File: src/rtl/isolde_issue_pkg.sv
// Shared types for the ISOLDE issue sequencer: opcodes, op classes, error codes and FSM states.
package isolde_issue_pkg;

  typedef enum logic [3:0] {
    OPC_NOP          = 4'd0,
    OPC_VLE32_4      = 4'd1,
    OPC_GEMM         = 4'd2,
    OPC_CONV2D       = 4'd3,
    OPC_R_TYPE       = 4'd4,
    OPC_REDMULE      = 4'd5,
    OPC_REDMULE_GEMM = 4'd6
  } isolde_opcode_e;

  typedef enum logic [1:0] {
    OP_LOCAL0      = 2'd0,
    OP_LOCAL_TIMED = 2'd1,
    OP_OFFLOAD     = 2'd2
  } op_class_e;

  typedef enum logic [1:0] {
    ERR_NONE     = 2'd0,
    ERR_REJECT   = 2'd1,
    ERR_TIMEOUT  = 2'd2,
    ERR_SPURIOUS = 2'd3
  } err_code_e;

  typedef enum logic [1:0] {
    IDLE       = 2'd0,
    LOCAL_WAIT = 2'd1,
    ISSUE      = 2'd2
  } seq_state_e;

  // Anything the sequencer does not recognise goes to the coprocessor.
  function automatic op_class_e classify_op(input isolde_opcode_e opc);
    case (opc)
      OPC_NOP, OPC_VLE32_4: return OP_LOCAL0;
      OPC_GEMM, OPC_CONV2D: return OP_LOCAL_TIMED;
      default:              return OP_OFFLOAD;
    endcase
  endfunction

endpackage

File: src/rtl/isolde_id_scoreboard.sv
// Outstanding-ID scoreboard: one bit per in-flight offloaded op, lowest-free allocation,
// occupancy count and detection of results for IDs that are not in flight.
module isolde_id_scoreboard #(
  parameter int unsigned MaxOutstanding = 4,
  localparam int unsigned IdW = $clog2(MaxOutstanding)
) (
  input  logic           clk_i,
  input  logic           rst_i,
  input  logic           set_i,
  input  logic [IdW-1:0] set_id_i,
  input  logic           clr_i,
  input  logic [IdW-1:0] clr_id_i,
  output logic [IdW-1:0] free_id_o,
  output logic           full_o,
  output logic [IdW:0]   count_o,
  output logic           clr_err_o
);

  logic [MaxOutstanding-1:0] valid_q;
  logic [IdW:0]              count_q;
  logic                      clr_eff;
  logic                      found;

  assign clr_eff   = clr_i && valid_q[clr_id_i];
  assign clr_err_o = clr_i && !valid_q[clr_id_i];
  assign full_o    = (count_q == (IdW+1)'(MaxOutstanding));
  assign count_o   = count_q;

  always_comb begin
    free_id_o = '0;
    found     = 1'b0;
    for (int unsigned i = 0; i < MaxOutstanding; i++) begin
      if (!valid_q[i] && !found) begin
        free_id_o = IdW'(i);
        found     = 1'b1;
      end
    end
  end

  always_ff @(posedge clk_i) begin
    if (rst_i) begin
      valid_q <= '0;
      count_q <= '0;
    end else begin
      if (clr_eff) valid_q[clr_id_i] <= 1'b0;
      if (set_i)   valid_q[set_id_i] <= 1'b1;
      case ({set_i, clr_eff})
        2'b10:   count_q <= count_q + 1'b1;
        2'b01:   count_q <= count_q - 1'b1;
        default: ;
      endcase
    end
  end

endmodule

File: src/rtl/isolde_issue_sequencer.sv
// ISOLDE execute-stage sequencer: classifies decoded ops, times local ops and issues
// offloaded ops over CV-X-IF with out-of-order completion tracking.
module isolde_issue_sequencer
  import isolde_issue_pkg::*;
#(
  parameter int unsigned XLEN           = 32,
  parameter int unsigned NumRs          = 3,
  parameter int unsigned Imm32Ops       = 4,
  parameter int unsigned MaxOutstanding = 4,
  parameter int unsigned CntW           = 8,
  parameter int unsigned TimeoutCycles  = 200,
  localparam int unsigned IdW = $clog2(MaxOutstanding)
) (
  input  logic                    clk_i,
  input  logic                    rst_i,
  input  logic                    dec_valid_i,
  output logic                    dec_ready_o,
  input  isolde_opcode_e          dec_opcode_i,
  input  logic [31:0]             dec_instr_i,
  input  logic [NumRs*XLEN-1:0]   dec_rs_i,
  input  logic [Imm32Ops*32-1:0]  dec_imm32_i,
  input  logic [Imm32Ops-1:0]     dec_imm32_valid_i,
  input  logic [CntW-1:0]         dec_local_lat_i,
  output logic                    issue_valid_o,
  input  logic                    issue_ready_i,
  input  logic                    issue_accept_i,
  output logic [31:0]             issue_instr_o,
  output logic [NumRs*XLEN-1:0]   issue_rs_o,
  output logic [NumRs-1:0]        issue_rs_valid_o,
  output logic [Imm32Ops*32-1:0]  issue_imm32_o,
  output logic [Imm32Ops-1:0]     issue_imm32_valid_o,
  output logic [IdW-1:0]          issue_id_o,
  output logic                    commit_valid_o,
  output logic [IdW-1:0]          commit_id_o,
  output logic                    commit_kill_o,
  input  logic                    result_valid_i,
  input  logic [IdW-1:0]          result_id_i,
  output logic                    result_ready_o,
  output logic [IdW:0]            outstanding_o,
  output logic                    busy_o,
  output logic                    err_o,
  output logic [1:0]              err_code_o
);

  seq_state_e            state_q, state_d;
  op_class_e             op_cls;
  logic                  dec_hs, issue_hs, tmo_fire, err_hit;
  err_code_e             err_new, err_code_q;
  logic                  err_q;
  logic [CntW-1:0]       lat_q, tmo_q;
  logic [31:0]           instr_q;
  logic [NumRs*XLEN-1:0] rs_q;
  logic [Imm32Ops*32-1:0] imm_q;
  logic [Imm32Ops-1:0]   immv_q;
  logic [IdW-1:0]        id_q, free_id, commit_id_q;
  logic                  commit_valid_q, commit_kill_q;
  logic                  sb_full, sb_clr_err;

  assign op_cls   = classify_op(dec_opcode_i);
  assign dec_hs   = dec_valid_i && dec_ready_o;
  assign issue_hs = (state_q == ISSUE) && issue_ready_i;
  assign tmo_fire = (state_q == ISSUE) && !issue_ready_i && (tmo_q == CntW'(TimeoutCycles - 1));

  isolde_id_scoreboard #(.MaxOutstanding(MaxOutstanding)) u_sb (
    .clk_i     (clk_i),
    .rst_i     (rst_i),
    .set_i     (issue_hs && issue_accept_i),
    .set_id_i  (id_q),
    .clr_i     (result_valid_i),
    .clr_id_i  (result_id_i),
    .free_id_o (free_id),
    .full_o    (sb_full),
    .count_o   (outstanding_o),
    .clr_err_o (sb_clr_err)
  );

  always_comb begin
    state_d = state_q;
    case (state_q)
      IDLE: begin
        if (dec_hs && op_cls == OP_LOCAL_TIMED) state_d = LOCAL_WAIT;
        else if (dec_hs && op_cls == OP_OFFLOAD) state_d = ISSUE;
      end
      LOCAL_WAIT: if (lat_q == CntW'(1)) state_d = IDLE;
      ISSUE:      if (issue_ready_i) state_d = IDLE;
      default:    state_d = IDLE;
    endcase
  end

  // Same-cycle errors resolve by priority; only the very first one is recorded.
  always_comb begin
    err_hit = 1'b1;
    err_new = ERR_NONE;
    if (issue_hs && !issue_accept_i) err_new = ERR_REJECT;
    else if (tmo_fire)               err_new = ERR_TIMEOUT;
    else if (sb_clr_err)             err_new = ERR_SPURIOUS;
    else                             err_hit = 1'b0;
  end

  always_ff @(posedge clk_i) begin
    if (rst_i) state_q <= IDLE;
    else       state_q <= state_d;
  end

  always_ff @(posedge clk_i) begin
    if (rst_i) begin
      lat_q          <= '0;
      tmo_q          <= '0;
      instr_q        <= '0;
      rs_q           <= '0;
      imm_q          <= '0;
      immv_q         <= '0;
      id_q           <= '0;
      commit_valid_q <= 1'b0;
      commit_kill_q  <= 1'b0;
      commit_id_q    <= '0;
      err_q          <= 1'b0;
      err_code_q     <= ERR_NONE;
    end else begin
      if (dec_hs && op_cls == OP_LOCAL_TIMED)
        lat_q <= (dec_local_lat_i == '0) ? CntW'(1) : dec_local_lat_i;
      else if (state_q == LOCAL_WAIT)
        lat_q <= lat_q - 1'b1;

      if (dec_hs && op_cls == OP_OFFLOAD) begin
        instr_q <= dec_instr_i;
        rs_q    <= dec_rs_i;
        imm_q   <= dec_imm32_i;
        immv_q  <= dec_imm32_valid_i;
        id_q    <= free_id;
        tmo_q   <= '0;
      end else if (state_q == ISSUE && !issue_ready_i && tmo_q != CntW'(TimeoutCycles)) begin
        tmo_q <= tmo_q + 1'b1;
      end

      commit_valid_q <= issue_hs;
      commit_kill_q  <= issue_hs && !issue_accept_i;
      if (issue_hs) commit_id_q <= id_q;

      if (err_hit && !err_q) begin
        err_q      <= 1'b1;
        err_code_q <= err_new;
      end
    end
  end

  assign dec_ready_o         = (state_q == IDLE) && !sb_full;
  assign issue_valid_o       = (state_q == ISSUE);
  assign issue_instr_o       = instr_q;
  assign issue_rs_o          = rs_q;
  assign issue_rs_valid_o    = {NumRs{issue_valid_o}};
  assign issue_imm32_o       = imm_q;
  assign issue_imm32_valid_o = immv_q;
  assign issue_id_o          = id_q;
  assign commit_valid_o      = commit_valid_q;
  assign commit_id_o         = commit_id_q;
  assign commit_kill_o       = commit_kill_q;
  assign result_ready_o      = 1'b1;
  assign busy_o              = (state_q != IDLE) || (outstanding_o != '0);
  assign err_o               = err_q;
  assign err_code_o          = err_code_q;

endmodule
File: config.mk
export PLATFORM = sky130hd
export DESIGN_NAME = isolde_issue_sequencer
export DESIGN_NICKNAME = d
export VERILOG_FILES = /design/src/rtl/isolde_issue_pkg.sv /design/src/rtl/isolde_id_scoreboard.sv /design/src/rtl/isolde_issue_sequencer.sv
export SDC_FILE = /design/constraint.sdc
export NUM_CORES = 1
export LEC_CHECK = 0
export BUFFER_PORTS_ARGS = -buffer_cell sky130_fd_sc_hd__buf_2
export CAP_MARGIN = 30
export CORE_AREA = 2 2 218 220
export CTS_CLUSTER_SIZE = 24
export DETAILED_ROUTE_END_ITERATION = 12
export DIE_AREA = 0 0 220 222
export PLACE_DENSITY = 0.57
export SYNTH_ARGS = -nofsm -noshare
export SYNTH_HDL_FRONTEND = slang
export SYNTH_SLANG_ARGS = --single-unit
File: constraint.sdc
create_clock -name clk_i -period 2.55 [get_ports clk_i]
set_clock_uncertainty 0.15 [all_clocks]
set_input_delay 0.51 -clock clk_i [delete_from_list [all_inputs] [get_ports clk_i]]
set_output_delay 0.51 -clock clk_i [all_outputs]
set_load 0.005 [all_outputs]
==> Yosys cells after proc, flatten, opt, wreduce, memory -nomap -nowiden <==
Cells that the tools add are included.
{ "word_totals": {"out_inout_bits": 279, "wordCells": 113, "register_bits": 294, "in_bits": 280} }
{ "classes": {"addsub": 4, "mux": 31, "eq_ne": 16, "n_reduce_logical": 40, "bitwise_logic": 3, "n_lt_le_gt_ge": 4} }
{ "ops": {"columns": ["op", "count"], "rows": [
  ["2-to-1 mux 8 bit", 3],
  ["logical AND 1 bit", 18],
  ["2-to-1 mux 2 bit", 9],
  ["2-to-1 mux 4 bit", 3],
  ["logical NOT 1 bit", 10],
  ["2-to-1 mux 1 bit", 10],
  ["adder 8 x 1 -> 8 bit, second input constant", 1],
  ["== test 4 x 2 -> 1 bit, second input constant", 2],
  ["== test 8 x 1 -> 1 bit, second input constant", 1],
  ["== test 8 bit, second input constant", 1],
  ["logical NOT 8 bit", 1],
  ["!= test 8 bit, second input constant", 1],
  ["subtractor 8 x 1 -> 8 bit, second input constant", 1],
  ["== test 2 x 1 -> 1 bit, second input constant", 3],
  ["== test 2 bit, second input constant", 3],
  ["< comparator 2 x 3 -> 1 bit, second input constant", 2],
  ["case mux 2 bit (3 select lines)", 1],
  ["case mux 3 bit (2 select lines)", 1],
  ["nonzero test 2 bit", 3],
  ["OR reduction 2 bit", 3],
  ["bitwise AND 4 bit", 1],
  ["demux 1 bit (select 2 bit)", 2],
  ["== test 4 x 1 -> 1 bit, second input constant", 1],
  [">= comparator 2 x 1 -> 1 bit, second input constant", 2],
  ["other kinds (15)", 15]
]} }

==> Longest topological paths before layout <==
{ "depth": {"ltp_word": 10, "depth_mapped": 8, "mapped_depth_nobuf": 8} }

==> Cells and area by module <==
Synthesis repeated with hierarchy kept, for this count alone.
{ "hier_totals": {"cells_unflattened": 1334, "hier_area_um2": 10734.0} }
{ "by_module_without_submodules": {"columns": ["module", "seq_area_each_um2", "cells_per_inst", "n_inst", "area_each_um2"], "rows": [
  ["isolde_issue_sequencer", 5745.5, 1294, 1, 10356.2],
  ["isolde_id_scoreboard", 140.1, 40, 1, 377.9]
]} }

==> Worst setup path after synthesis <==
No wires, ideal clock.
{ "synth_path": {"path_kind": "input to register", "start": "in result_id_i[0]", "end": "reg u_sb.count_q[2] (netlist: u_sb.count_o[2])", "t_required_ns": 2.330, "n_path_buf": 0, "path_slack_ns": 0.236, "stages": 8, "arrival_time_ns": 2.093, "setup_time_ns": 0.070, "cell_sequence": "mux4_2 -> and2_1 -> ha_1 -> inv_1 -> fa_1 -> xor2_1 -> or3_1 -> a21oi_1"} }
{ "synth_via": {"elab_chain_len": 5, "elab_cells_between_ends": 7, "classes_between": "eq/ne (2); mux (3); reduce/logical (2)"} }
{ "synth_rtl": {"columns": ["element", "line_no", "rtl"], "rows": [
  ["start, declared", "isolde_issue_sequencer.sv:37", "input logic [IdW-1:0] result_id_i,"],
  ["binary-select mux 1 bit (select 2 bit) *", "isolde_id_scoreboard.sv:24", "assign clr_eff = clr_i && valid_q[clr_id_i];"],
  ["2-to-1 mux 1 bit (not written as such) *", "isolde_id_scoreboard.sv:24", null],
  ["logical AND 1 bit *", "isolde_id_scoreboard.sv:24", null],
  ["== test 2 x 1 -> 1 bit or == test 2 bit (tied branches)", "isolde_id_scoreboard.sv:47", "case ({set_i, clr_eff})"],
  ["case mux 3 bit (2 select lines) or nonzero test 2 bit (tied branches)", null, null],
  ["end signal, assigned", "isolde_id_scoreboard.sv:48", "2'b10: count_q <= count_q + 1'b1;"],
  ["end signal, assigned", "isolde_id_scoreboard.sv:49", "2'b01: count_q <= count_q - 1'b1;"],
  ["end, declared", "isolde_id_scoreboard.sv:20", "logic [IdW:0] count_q;"]
]} }
Mark *: on every way between the ends. The rest lies on a longest branch, timed or not. The select of a mux whose other input is x is not followed.
A chain may end at the register's enable or synchronous reset.

==> Worst setup path in the final report <==
{ "layout_path": {"start": "reg u_sb.count_q[2] (netlist: u_sb.count_o[2])", "end": "out dec_ready_o"} }
{ "layout_via": {"elab_chain_len": 3} }
{ "layout_rtl": {"columns": ["element", "line_no", "rtl"], "rows": [
  ["== test 3 bit", "isolde_id_scoreboard.sv:26", "assign full_o = (count_q == (IdW+1)'(MaxOutstanding));"],
  ["logical NOT 1 bit", "isolde_issue_sequencer.sv:147", "assign dec_ready_o = (state_q == IDLE) && !sb_full;"],
  ["logical AND 1 bit", "isolde_issue_sequencer.sv:147", null],
  ["end, declared", "isolde_issue_sequencer.sv:17", "output logic dec_ready_o,"]
]} }
Every way passes these cells.

==> reports/results.ini <==
[logic_synthesis]
ys_seq_area_share_pct=54.4
syn_inst=1342
ys_top_cells_by_count=nand2_1, dfxtp_1, a21oi_1, buf_2, clkbuf_1
yosys.area.top_type=dfxtp_1
yosysTopAreaCellShare_pct=54.4
synthFlopType=dfxtp_1
synth_most_common_cell=nand2_1
syn_nets=1628
ys_ff_latch=294
synth_area_per_cell_um2=8.06
yosysWarnings=0
async_flop_share_pct=0
synth.distinct_cells=51
syn_area_um2=10800
ys_top_cells_by_area=dfxtp_1, nand2_1, a21oi_1
synth-edff-count=0

[pwr]
power_density_nw_per_um2=753
p_leak_nw=7.07
clockPowerShare_pct=43.0
power.switching_mw=2.94
p_comb_share_pct=13.3
ir_drop_mv=0.591
switching_share_pct=25.4
power_frac_seq_pct=43.7
totalPowerFinal_mw=11.6
intPower_mw=8.64

[timing]
finalHoldViolCount=0
fin_ws_ns=0.293
worstMarginPinSlew_ns=0.565
min_period_over_period_pct=88.5
fmax_ghz=0.443
maxSlewHeadroom_pct=62.4
finalSetupViolCount=0
rsz0062_at_grt=no
fin_hold_ws_ns=0.0600
tns_ns=0
fin_crit_ns=2.26
slew_viol_final=0

[final_layout]
fillCellCount=4901
final_cells=2502
stdcell_area_um2=15400
final_layout_size_suffix_gt1_share_pct=34.7
fin_util_pct=33.2
final_nets=2155
area_delta_synth_final_pct=42.2

[global_route]
grt_use_total_pct=13.9
antenna_found_initial=2
grt_max_degree=72
grt_first_pass_wirelength_um=54400
overflow=0
grt_pass1_vias=10200

[route]
avgViaCountPerCell=4.37
dr.pass1.iters=5
drc_errors=0
dr_total_vias=10900
wl_per_cell_um=14.5
postRouteAntennaNets=0
drtIter0Drc=613
drt_wl_total_um=36300

[worst_setup_path]
max_stage_delay_ns=0.44
end_kind=primary output
cpLargestDelayFamily=simple AND/OR/NAND/NOR gates
startpoint_type=flip-flop
cp.required_ns=1.89
reg2reg_from=state_q[1]$_SDFFE_PP0P_
cp_cell_sequence=nor3b_1, nor3_1, buf_2
worstPathMaxFanout=6
r2r_slack_ns=0.32
critPathArrivalTime_ns=1.60
r2r-end=issue_imm32_o[13]$_SDFFE_PP0P_
reg2reg_depth=6
slowest_stage=nor3b_1
crit_type=flip-flop to primary output
critPathBufInv=1

[placed_design]
io_buffers=556
pre_cts_ws_ns=0.00547
placed_area_um2=14200
place_congestion=0.894
dp_hpwl_um=26800
dp.cells=2440

[floorplanning]
start_util_pct=23.4
die_w_um=220
rows=79
core_um2=46300
die_area_um2=48800
die_y_um=222
pin_count=559

[cts]
cts_buffers=34
htree_levels=2
clkTransAtPathRegs_ns=0.06
clock_sinks=294
insertion_delay_ns=0.52
cts_tree=built
ctsResizeCount=0
hold_buffers=0
post_cts_buffers=0
clock_path_buffers=3
cts-root-buf=clkbuf_16

[worst_hold_path]
hp-start=issue_accept_i
min_path_type=input port to flip-flop
whs_path_depth=2
min_to=commit_kill_o$_SDFF_PP0_

[status]
status=complete, no violations

[job]
max_cap_violations=0

## power by group through the flow
stage | Sequential, mW | Clock (mW) | Combinational [mW]
finish | 5.06 | 4.98 | 1.54
global route | 5.09 | 5.36 | 1.71
detailed placement | 5.15 | 0 | 1.56
global placement | 5.14 | 0 | 1.54
floorplan | 5.17 | 0 | 0.769
CTS | 5.06 | 5.17 | 1.56
## how the worst max path moves through the flow
| stage | start | endpoint | depth (start not counted) |
|---|---|---|---|
| after CTS | u_sb.count_o[2]$_SDFFE_PP0P_ | dec_ready_o | 3 |
| after detailed placement | result_id_i[0] | u_sb.count_o[2]$_SDFFE_PP0P_ | 9 |
| final | u_sb.count_o[2]$_SDFFE_PP0P_ | dec_ready_o | 3 |
| after global routing | state_q[1]$_SDFFE_PP0P_ | issue_imm32_o[13]$_SDFFE_PP0P_ | 6 |
| after global placement | result_id_i[0] | u_sb.count_o[2]$_SDFFE_PP0P_ | 9 |
| after floorplan | result_id_i[0] | u_sb.count_o[2]$_SDFFE_PP0P_ | 8 |
## state kept, by name (all words and copies together), names as in the netlist
name	count
commit_valid_o	1
lat_q	8
err_code_o	2
issue_imm32_valid_o	4
err_o	1
commit_kill_o	1
issue_instr_o	32
u_sb.valid_q	4
issue_id_o	2
tmo_q	8
commit_id_o	2
issue_imm32_o	128
u_sb.count_o	3
issue_rs_o	96
state_q	2
## area by class of cell
| class | count | area (µm²) | area share, % |
|---|---|---|---|
| repair buffers | 592 | 3210 | 20.9 |
| clock inverters | 9 | 97.6 | 0.635 |
| multi-input cells | 935 | 4310 | 28.0 |
| flip-flops and latches | 294 | 5890 | 38.3 |
| inverters | 12 | 45.0 | 0.293 |
| well taps | 607 | 759 | 4.94 |
| clock buffers | 52 | 1060 | 6.91 |
| diodes | 1 | 2.50 | 0.0163 |
## cells by family (layout without fill, tap and decap cells)
family / Yosys count / after routing / synth area share [%]
muxes: 4 / 4 / 0.486
other: 1 / 2 / 0.0347
adders and majority gates: 6 / 6 / 0.764
buffers and inverters: 113 / 665 / 5.84
AOI/OAI and AO/OA: 297 / 297 / 14.4
DFF: 294 / 294 / 54.4
and+or+nand+nor: 616 / 616 / 23.2
xor gates and xnor gates: 11 / 11 / 0.891
## cell usage in the layout, fill, tap and decap left out, types with 5 or more instances in the layout
cell	count
xnor2_1	8
ha_1	5
clkinv_2	6
nand2_1	533
a21oi_1	277
nor4_1	5
buf_2	555
nor2_1	26
clkbuf_1	7
nand3_1	8
inv_1	12
nor3_1	12
buf_12	12
buf_4	24
dfxtp_1	294
clkbuf_16	37
clkbuf_8	9
## worst register-to-register path: stages, from the launching register on
cell	delay (ns)
dfxtp_1	0.37
nor3b_2	0.39
nor3b_4	0.41
buf_12	0.23
buf_12	0.31
nand2_1	0.14
a21oi_1	0.15
## per-layer routing
layer  wire length [µm]  vias up  global-route usage, %
met5                 13        -                      0
met4                794        2                   4.39
met3               3440       58                   4.46
met2              17600      484                   24.1
met1              14500     4968                   16.1
li1                   -     5412                      -
Note: power is estimated with default switching activity, not from simulation.
